--- config.mk ---
export PLATFORM = sky130hd
export DESIGN_NAME = twiddle_table_builder
export DESIGN_NICKNAME = d
export VERILOG_FILES = /design/src/rtl/twiddle_table_builder.sv
export SDC_FILE = /design/constraint.sdc
export NUM_CORES = 1
export LEC_CHECK = 0
export ABC_AREA = 1
export CELL_PAD_IN_SITES_DETAIL_PLACEMENT = 1
export CELL_PAD_IN_SITES_GLOBAL_PLACEMENT = 1
export CORE_MARGIN = 2
export CORE_UTILIZATION = 43
export DETAILED_ROUTE_END_ITERATION = 6
export DONT_BUFFER_PORTS = 1
export PLACE_DENSITY_LB_ADDON = 0.3
export SYNTH_ARGS = -nofsm -noshare
export SYNTH_HDL_FRONTEND = slang
export SYNTH_SLANG_ARGS = --single-unit
export TNS_END_PERCENT = 30
--- constraint.sdc ---
create_clock -name Clock -period 4.99 [get_ports Clock]
set_clock_uncertainty 0.1 [all_clocks]
set_input_delay 0.998 -clock Clock [delete_from_list [all_inputs] [get_ports Clock]]
set_output_delay 0.998 -clock Clock [all_outputs]
set_load 0.1 [all_outputs]
--- src/rtl/twiddle_table_builder.sv ---
// Walks a full-circle angle table, drives the CORDIC core per entry and writes unfolded {cos, sin} into the twiddle RAM.
// Optional WAIT watchdog with sticky Error is enabled by defining TWIDDLE_TIMEOUT_EN.
module twiddle_table_builder #(
  parameter int bw_theta = 9,
  parameter int bw_out   = 16,
  parameter int bw_addr  = 6,
  parameter int quarter  = 90,
  parameter int step     = 6,
  parameter int timeout  = 255
) (
  input  logic                  Clock,
  input  logic                  Reset,
  input  logic                  Build,
  input  logic                  Abort,
  output logic                  Busy,
  output logic                  Done,
  output logic                  Error,
  output logic                  CordicStart,
  output logic [bw_theta-1:0]   CordicTheta,
  input  logic [bw_out-1:0]     CordicCos,
  input  logic [bw_out-1:0]     CordicSin,
  input  logic                  CordicEnd,
  output logic                  WrEn,
  output logic [bw_addr-1:0]    WrAddr,
  output logic [2*bw_out-1:0]   WrData
);

  typedef enum logic [2:0] {IDLE, START, WAIT, WRITE, DONE} builderState;

  localparam logic [bw_theta:0] quarterR = (bw_theta + 1)'(quarter);
  localparam logic [bw_theta:0] stepR    = (bw_theta + 1)'(step);

  builderState          state;
  logic [bw_addr-1:0]   k;
  logic [bw_theta:0]    r;
  logic [1:0]           q;

  logic [bw_theta:0]    rSum;
  logic [bw_theta:0]    rNext;
  logic                 rWrap;
  logic [bw_out-1:0]    negCos;
  logic [bw_out-1:0]    negSin;
  logic [bw_out-1:0]    unfoldCos;
  logic [bw_out-1:0]    unfoldSin;

  // The accumulator carries one spare bit so r + step never overflows before the wrap test.
  assign rSum  = r + stepR;
  assign rWrap = (rSum >= quarterR);
  assign rNext = rWrap ? (rSum - quarterR) : rSum;

  assign negCos = -CordicCos;
  assign negSin = -CordicSin;

  always_comb begin
    unfoldCos = CordicCos;
    unfoldSin = CordicSin;
    case (q)
      2'd1: begin unfoldCos = negSin;    unfoldSin = CordicCos; end
      2'd2: begin unfoldCos = negCos;    unfoldSin = negSin;    end
      2'd3: begin unfoldCos = CordicSin; unfoldSin = negCos;    end
      default: ;
    endcase
  end

`ifdef TWIDDLE_TIMEOUT_EN
  localparam int tw = ($clog2(timeout + 1) > 8) ? $clog2(timeout + 1) : 8;
  localparam logic [tw-1:0] waitLast = tw'(timeout - 1);
  logic [tw-1:0] waitCount;
`else
  assign Error = 1'b0;
`endif

  // Single FSM; strobes default low each cycle so every pulse lasts exactly one clock.
  always_ff @(posedge Clock or negedge Reset) begin
    if (!Reset) begin
      state       <= IDLE;
      k           <= '0;
      r           <= '0;
      q           <= '0;
      Busy        <= 1'b0;
      Done        <= 1'b0;
      CordicStart <= 1'b0;
      CordicTheta <= '0;
      WrEn        <= 1'b0;
      WrAddr      <= '0;
      WrData      <= '0;
`ifdef TWIDDLE_TIMEOUT_EN
      Error       <= 1'b0;
      waitCount   <= '0;
`endif
    end else begin
      Done        <= 1'b0;
      CordicStart <= 1'b0;
      WrEn        <= 1'b0;
      if (Abort) begin
        state <= IDLE;
        Busy  <= 1'b0;
      end else begin
        case (state)
          IDLE: begin
            if (Build) begin
              k           <= '0;
              r           <= '0;
              q           <= '0;
              Busy        <= 1'b1;
              CordicStart <= 1'b1;
              CordicTheta <= '0;
              state       <= START;
`ifdef TWIDDLE_TIMEOUT_EN
              Error       <= 1'b0;
`endif
            end
          end
          START: begin
            state <= WAIT;
`ifdef TWIDDLE_TIMEOUT_EN
            waitCount <= '0;
`endif
          end
          WAIT: begin
            if (CordicEnd) begin
              WrEn   <= 1'b1;
              WrAddr <= k;
              WrData <= {unfoldCos, unfoldSin};
              state  <= WRITE;
            end
`ifdef TWIDDLE_TIMEOUT_EN
            else if (waitCount == waitLast) begin
              Error <= 1'b1;
              Busy  <= 1'b0;
              state <= IDLE;
            end else begin
              waitCount <= waitCount + tw'(1);
            end
`endif
          end
          WRITE: begin
            k <= k + bw_addr'(1);
            r <= rNext;
            q <= q + {1'b0, rWrap};
            if (&k) begin
              Done  <= 1'b1;
              Busy  <= 1'b0;
              state <= DONE;
            end else begin
              CordicStart <= 1'b1;
              CordicTheta <= rNext[bw_theta-1:0];
              state       <= START;
            end
          end
          DONE: state <= IDLE;
          default: state <= IDLE;
        endcase
      end
    end
  end

endmodule

==> results of run 1 <==
state kept, by name, summed over array words and instances (netlist names):
register     count
r                9
CordicTheta      8
state            3
WrEn             1
Busy             1
k                6
WrAddr           6
q                2
WrData          32
Done             1
CordicStart      1
worst paths after layout:
path	endpoint	slack, ns	depth (start not counted)	from
worst min register to register	r[2]	0.43	2	r[2]
worst max-delay path	WrData[8]	2.45	6	state[0]
min in group Clock	r[2]	0.43	2	r[2]
worst max register to register	WrData[8]	2.45	6	state[0]
max in group asynchronous	WrData[11]	4.48	0	Reset
worst min-delay path	state[2]	0.20	0	Reset
cell families (layout without fill, tap and decap cells):
kind of cell               after synthesis  after routing  synth area share (%)
adders and majority gates                6              6                  1.55
AOI/OAI and AO/OA                      117            117                  13.7
xor gates and xnor gates                11             11                  1.99
buffers and inverters                  103             99                  8.39
other                                    1              2                0.0776
DFF                                     70             70                  36.3
and+or+nand+nor                        400            400                  38.0
routing by layer:
metal	vias up	GRT usage [%]	part of all wire, %
met5	-	0	0
met4	0	12.5	2.8
met3	28	5.88	5.2
met2	103	49.3	51
met1	2394	30.6	41
li1	2318	-	-
synth_stat cells (2+ instances only):
master and count:
a21oi_1 34, a221oi_1 2, a31oi_1 3, buf_2 6, buf_4 3, clkbuf_1 13
dfrtp_1 70, ha_1 6, inv_1 73, inv_2 7, nand2_1 214, nand2_2 12
nand2_4 4, nand3_1 72, nand3_2 2, nand3b_1 2, nand4_1 25, nor2_1 47
nor2_2 8, nor2_4 3, nor3_1 4, o2111ai_1 4, o211ai_1 4, o21ai_0 51
o21ai_1 5, o21ai_2 3, o221ai_1 3, o22ai_1 4, xnor2_1 2, xor2_1 9
critical path, cell delays in order, from the launching register on:
cell and delay (ns):
dfrtp_1 0.43, nor3_1 0.23, inv_1 0.14, nor3_4 0.50
inv_2 0.56, a21oi_1 0.29, a41oi_1 0.14
through the flow:
| step | util, % | worst slack (ns) | instances | cell area, sq um | hold WS, ns |
|---|---|---|---|---|---|
| final | 46.8 | 2.45 | 845 | 5100 | 0.198 |
| after global routing | 46.8 | 2.22 | 845 | 5100 | 0.184 |
| after CTS | 46.8 | 2.42 | 845 | 5100 | 0.191 |
| after detailed placement | 45.3 | 2.15 | 830 | 4930 | 0.414 |
| after global placement | 45.3 | 2.28 | 830 | 4930 | 0.395 |
| after floorplan | - | 2.68 | 709 | 4830 | 0.372 |
power by group through the flow:
stage	Sequential, mW	Combinational [mW]	Clock (mW)
2_1_floorplan	1.81	0.226	0
3_3_place_gp	1.85	0.261	0
3_5_place_dp	1.86	0.279	0
4_1_cts	1.85	0.281	0.425
5_1_grt	1.86	0.324	0.448
6_report	1.84	0.278	0.423
final cells by class:
type | instances | area, sq um
inverters | 81 | 304
clock inverters | 6 | 40.0
fillers | 1447 | 5790
repair buffers | 3 | 22.5
well taps | 140 | 175
clock buffers | 9 | 124
flip-flops and latches | 70 | 1750
multi-input cells | 536 | 2680
==> impl_metrics.json, run 1 <==
{
  "status": "finished, final reports clean",
  "fmax_mhz": 393,
  "avgRoutedWirePerCell_microns": 18.5,
  "cts_buffers": 9,
  "slew_headroom_pct": 33.9,
  "h-tree-depth": 3,
  "drc": 0,
  "synth_top_area_cell": "dfrtp_1",
  "postCtsSetupBuffers": 0,
  "clockBufferDepth": 2,
  "fp.coreArea_sq_mm": 0.0109,
  "cts_root_buffer": "clkbuf_8",
  "clock_latency_ns": 0.38,
  "yosysWarnings": 0,
  "vias": 4843,
  "final_common_cell": "nand2_1",
  "overflow": 0,
  "async_reset_ff_share_pct": 100,
  "cts_tree": "yes",
  "syn_inst": 708,
  "grt_setup_unrepaired": "no",
  "nNetsFinal": 744,
  "area_growth_pct": 5.52,
  "hold_class": "in -> async",
  "num_antenna_cells": 0,
  "ctsResizeCount": 0,
  "hpwl_mm": 11.7,
  "maxSlewViolCount": 0,
  "synth_top_cell_area_share_pct": 36.3,
  "dieArea_sq_mm": 0.0121,
  "seqPwrFrac_pct": 72.4,
  "antenna_found_initial": 0,
  "grt_use_total_pct": 27.3,
  "synthFlopType": "dfrtp_1",
  "power.internal_mw": 0.967,
  "fin_setup_tns_ns": 0,
  "hold_buffers": 0,
  "power_leakage_nw": 2.48,
  "ys_ff_latch": 70,
  "p_sw_share_pct": 62.0,
  "synth_edf_count": 0,
  "power_density_mw_per_mm2": 499,
  "postRouteAntennaNets": 0,
  "die_y_microns": 110,
  "cts.clk_slew.worst_paths_ns": 0.09,
  "dr.pass1.iters": 4,
  "netlist_area_sq_mm": 0.00483,
  "port_buffers": 0,
  "crit_arrival_ns": 2.69,
  "die_w_microns": 110,
  "initial_core_util_pct": 44.4,
  "ir_drop_mv": 0.391,
  "cap_viol_max_count": 0,
  "finalHoldViolations": 0,
  "setup_violations": 0,
  "critPathCaptureType": "register",
  "grt_pass1_vias": 5194,
  "yosysSeqAreaShare_pct": 36.3,
  "grt_pass1_wl_mm": 25.6,
  "total_power_mw": 2.54,
  "cp-start-kind": "register",
  "synth.avg_cell_area_sq_um": 6.82,
  "grt_max_degree": 71,
  "wl_mm": 15.6,
  "period_share_pct": 51.0,
  "fin_crit_ns": 2.54,
  "ys_types": 43,
  "avgViaCountPerCell": 5.73,
  "critical_path_required_ns": 5.13,
  "yosys-top-cells-area": "dfrtp_1 36%, nand2_1 17%, nand3_1 7.5%, inv_1 5.7%, o21ai_0 5.3%",
  "p_clk_share_pct": 16.6,
  "layout-drive-gt1-share_pct": 8.79,
  "clock-sinks": 70,
  "worst-setup-path-type": "reg -> reg",
  "cp_max_fo": 63,
  "layout_common_cells": "214 x nand2_1, 73 x inv_1, 72 x nand3_1, 70 x dfrtp_1, 51 x o21ai_0",
  "num_rows": 38,
  "pwr-share-comb_pct": 10.9,
  "drtIter0Drc": 184,
  "p_sw_mw": 1.58,
  "gp_congestion": 0.919,
  "tightest_slew_ns": 0.987,
  "pin_count": 89
}
No activity file was read; power rests on OpenSTA's default activity.
==> run 2: changes to the inputs <==
==> constraint.sdc (replaced) <==
create_clock -name Clock -period 2.4 [get_ports Clock]
set_clock_uncertainty 0.1 [all_clocks]
set_input_delay 0.48 -clock Clock [delete_from_list [all_inputs] [get_ports Clock]]
set_output_delay 0.48 -clock Clock [all_outputs]
set_load 0.1 [all_outputs]
==> run 2 against run 1 <==
Critical path depth grew 4. Hold slack worse by 0.14 ns. Die area is the same. Via count up 6.8%. Sequential power is 12% lower. Register-to-register slack worse by 2.2 ns. Highest routed layer unchanged.
==> impl_metrics.json, run 2 (synthesis results as in run 1) <==
{
  "setup_violations": 0,
  "nNetsFinal": 805,
  "fmax_mhz": 455,
  "avgViaCountPerCell": 5.71,
  "dr.pass1.iters": 5,
  "p_sw_mw": 3.42,
  "hold_class": "in -> reg",
  "die_w_microns": 110,
  "cp_top_family": "simple AND/OR/NAND/NOR gates",
  "power.internal_mw": 2.79,
  "postRouteAntennaNets": 0,
  "clock_latency_ns": 0.38,
  "ir_drop_mv": 0.955,
  "power_leakage_nw": 2.84,
  "finalNonFillerCells": 906,
  "finalHoldViolations": 0,
  "pwr-share-comb_pct": 54.2,
  "cap_viol_max_count": 0,
  "overflow": 0,
  "cts.clk_slew.worst_paths_ns": 0.08,
  "fin_setup_tns_ns": 0,
  "dp_cells": 888,
  "port_buffers": 0,
  "clock-sinks": 70,
  "num_antenna_cells": 0,
  "fillers": 1443,
  "crit_buf_inv": 1,
  "crit_path_max_incr_delay_ns": 0.43,
  "p_clk_share_pct": 19.8,
  "power_density_mw_per_mm2": 1090,
  "layout-drive-gt1-share_pct": 16.3,
  "largest_reg_flops": 32,
  "grt_use_total_pct": 30.2,
  "hpwl_mm": 12.9,
  "die_y_microns": 110,
  "clockBufferDepth": 2,
  "avgRoutedWirePerCell_microns": 19.1,
  "crit_arrival_ns": 2.41,
  "grt_pass1_vias": 5762,
  "path_cells": "or2_1, nor2_2, nand2_1, nand2_1, nand2_2, inv_2, nand3_1, o21ai_0, o21ai_0, nor2_1",
  "antenna_found_initial": 0,
  "seqPwrFrac_pct": 26.0,
  "wl_mm": 17.3,
  "drtIter0Drc": 198,
  "num_rows": 38,
  "period_share_pct": 91.6,
  "crit_slowest_cell": "dfrtp_1",
  "final_common_cell": "nand2_1",
  "grt_max_degree": 71,
  "slew_headroom_pct": 30.1,
  "area_growth_pct": 17.5,
  "initial_core_util_pct": 44.4,
  "top_register": "WrData",
  "fp.coreArea_sq_mm": 0.0109,
  "top_regs": "WrData x32, r x9, CordicTheta x8",
  "cp-start-kind": "register",
  "critical_path_required_ns": 2.61,
  "cts_tree": "yes",
  "layout_common_cells": "214 x nand2_1, 72 x inv_1, 72 x nand3_1, 69 x dfrtp_1, 62 x buf_4",
  "maxSlewViolCount": 0,
  "cts_root_buffer": "clkbuf_8",
  "critPathCaptureType": "register",
  "vias": 5172,
  "cts_buffers": 9,
  "pin_count": 89,
  "worst-setup-path-type": "reg -> reg",
  "drc": 0,
  "p_sw_share_pct": 55.1,
  "grt_setup_unrepaired": "no",
  "gp_congestion": 0.980,
  "h-tree-depth": 3,
  "fin_crit_ns": 2.20,
  "grt_pass1_wl_mm": 27.9,
  "cp_max_fo": 11,
  "status": "finished, final reports clean",
  "tightest_slew_ns": 1.05,
  "dieArea_sq_mm": 0.0121
}
run 2: changes by cell type in the layout (fill, tap and decap cells not counted), sizes merged:
cell         delta
clkbuf          +1
clkinvlp        -1
dlygate4sd3     +1
buf            +60
clkinv          -3
bufinv          +3
run 2: stage by stage:
| step | instance area [sq um] | total power [mW] | setup slack [ns] | util, % | hold WS, ns |
|---|---|---|---|---|---|
| floorplan | 4830 | 4.24 | 0.330 | - | 0.0844 |
| global placement | 5370 | 4.86 | 0.197 | 49.3 | 0.0862 |
| detailed placement | 5370 | 4.95 | 0.0899 | 49.3 | 0.0864 |
| CTS | 5650 | 6.21 | 0.00871 | 51.9 | 0.0424 |
| global route | 5670 | 6.41 | 0.0161 | 52.1 | 0.0481 |
| finish | 5670 | 6.20 | 0.203 | 52.1 | 0.0547 |
run 2: final cells by class:
class,count,area (sq um),share of cell area (%)
clock buffers,10,138,2.43
clock inverters,5,108,1.90
inverters,81,304,5.36
multi-input cells,536,2690,47.5
flip-flops and latches,70,1750,30.9
well taps,140,175,3.09
repair buffers,64,503,8.87
run 2: repair_timing:
action / CTS / global route
hold endpoints to repair: 70 / 0
endpoints found under the setup margin: 0 / 9
buffers inserted: 0 / 1
hold buffers: 2 / 0
resized for setup: 0 / 5
run 2: metal layers:
layer	routed length (microns)	up-vias	part of all wire (%)	GRT usage, %
met2	9100	135	53	55.3
met4	680	0	3.9	15.2
met3	929	58	5.4	7.64
met1	6590	2539	38	31.9
met5	0	-	0	0
li1	-	2440	-	-
run 2: final timing paths:
check                               startpoint             end  slack (ns)  cells past startpoint
worst min-delay path                     Abort        state[1]        0.05                      1
worst min register to register  CordicTheta[1]  CordicTheta[1]        0.39                      2
worst max register to register        state[0]            k[4]        0.20                     10
min in group asynchronous                Reset            k[2]        0.58                      2
worst max-delay path                  state[0]            k[4]        0.20                     10
max in group asynchronous                Reset            r[3]        1.33                      2
run 2: power groups by stage:
stage / Combinational (mW) / Sequential, mW / Clock, mW
after global routing: 3.49 / 1.64 / 1.28
after detailed placement: 3.31 / 1.63 / 0
final: 3.36 / 1.61 / 1.23
after global placement: 3.25 / 1.61 / 0
after floorplan: 0.471 / 3.77 / 0
after CTS: 3.36 / 1.61 / 1.24
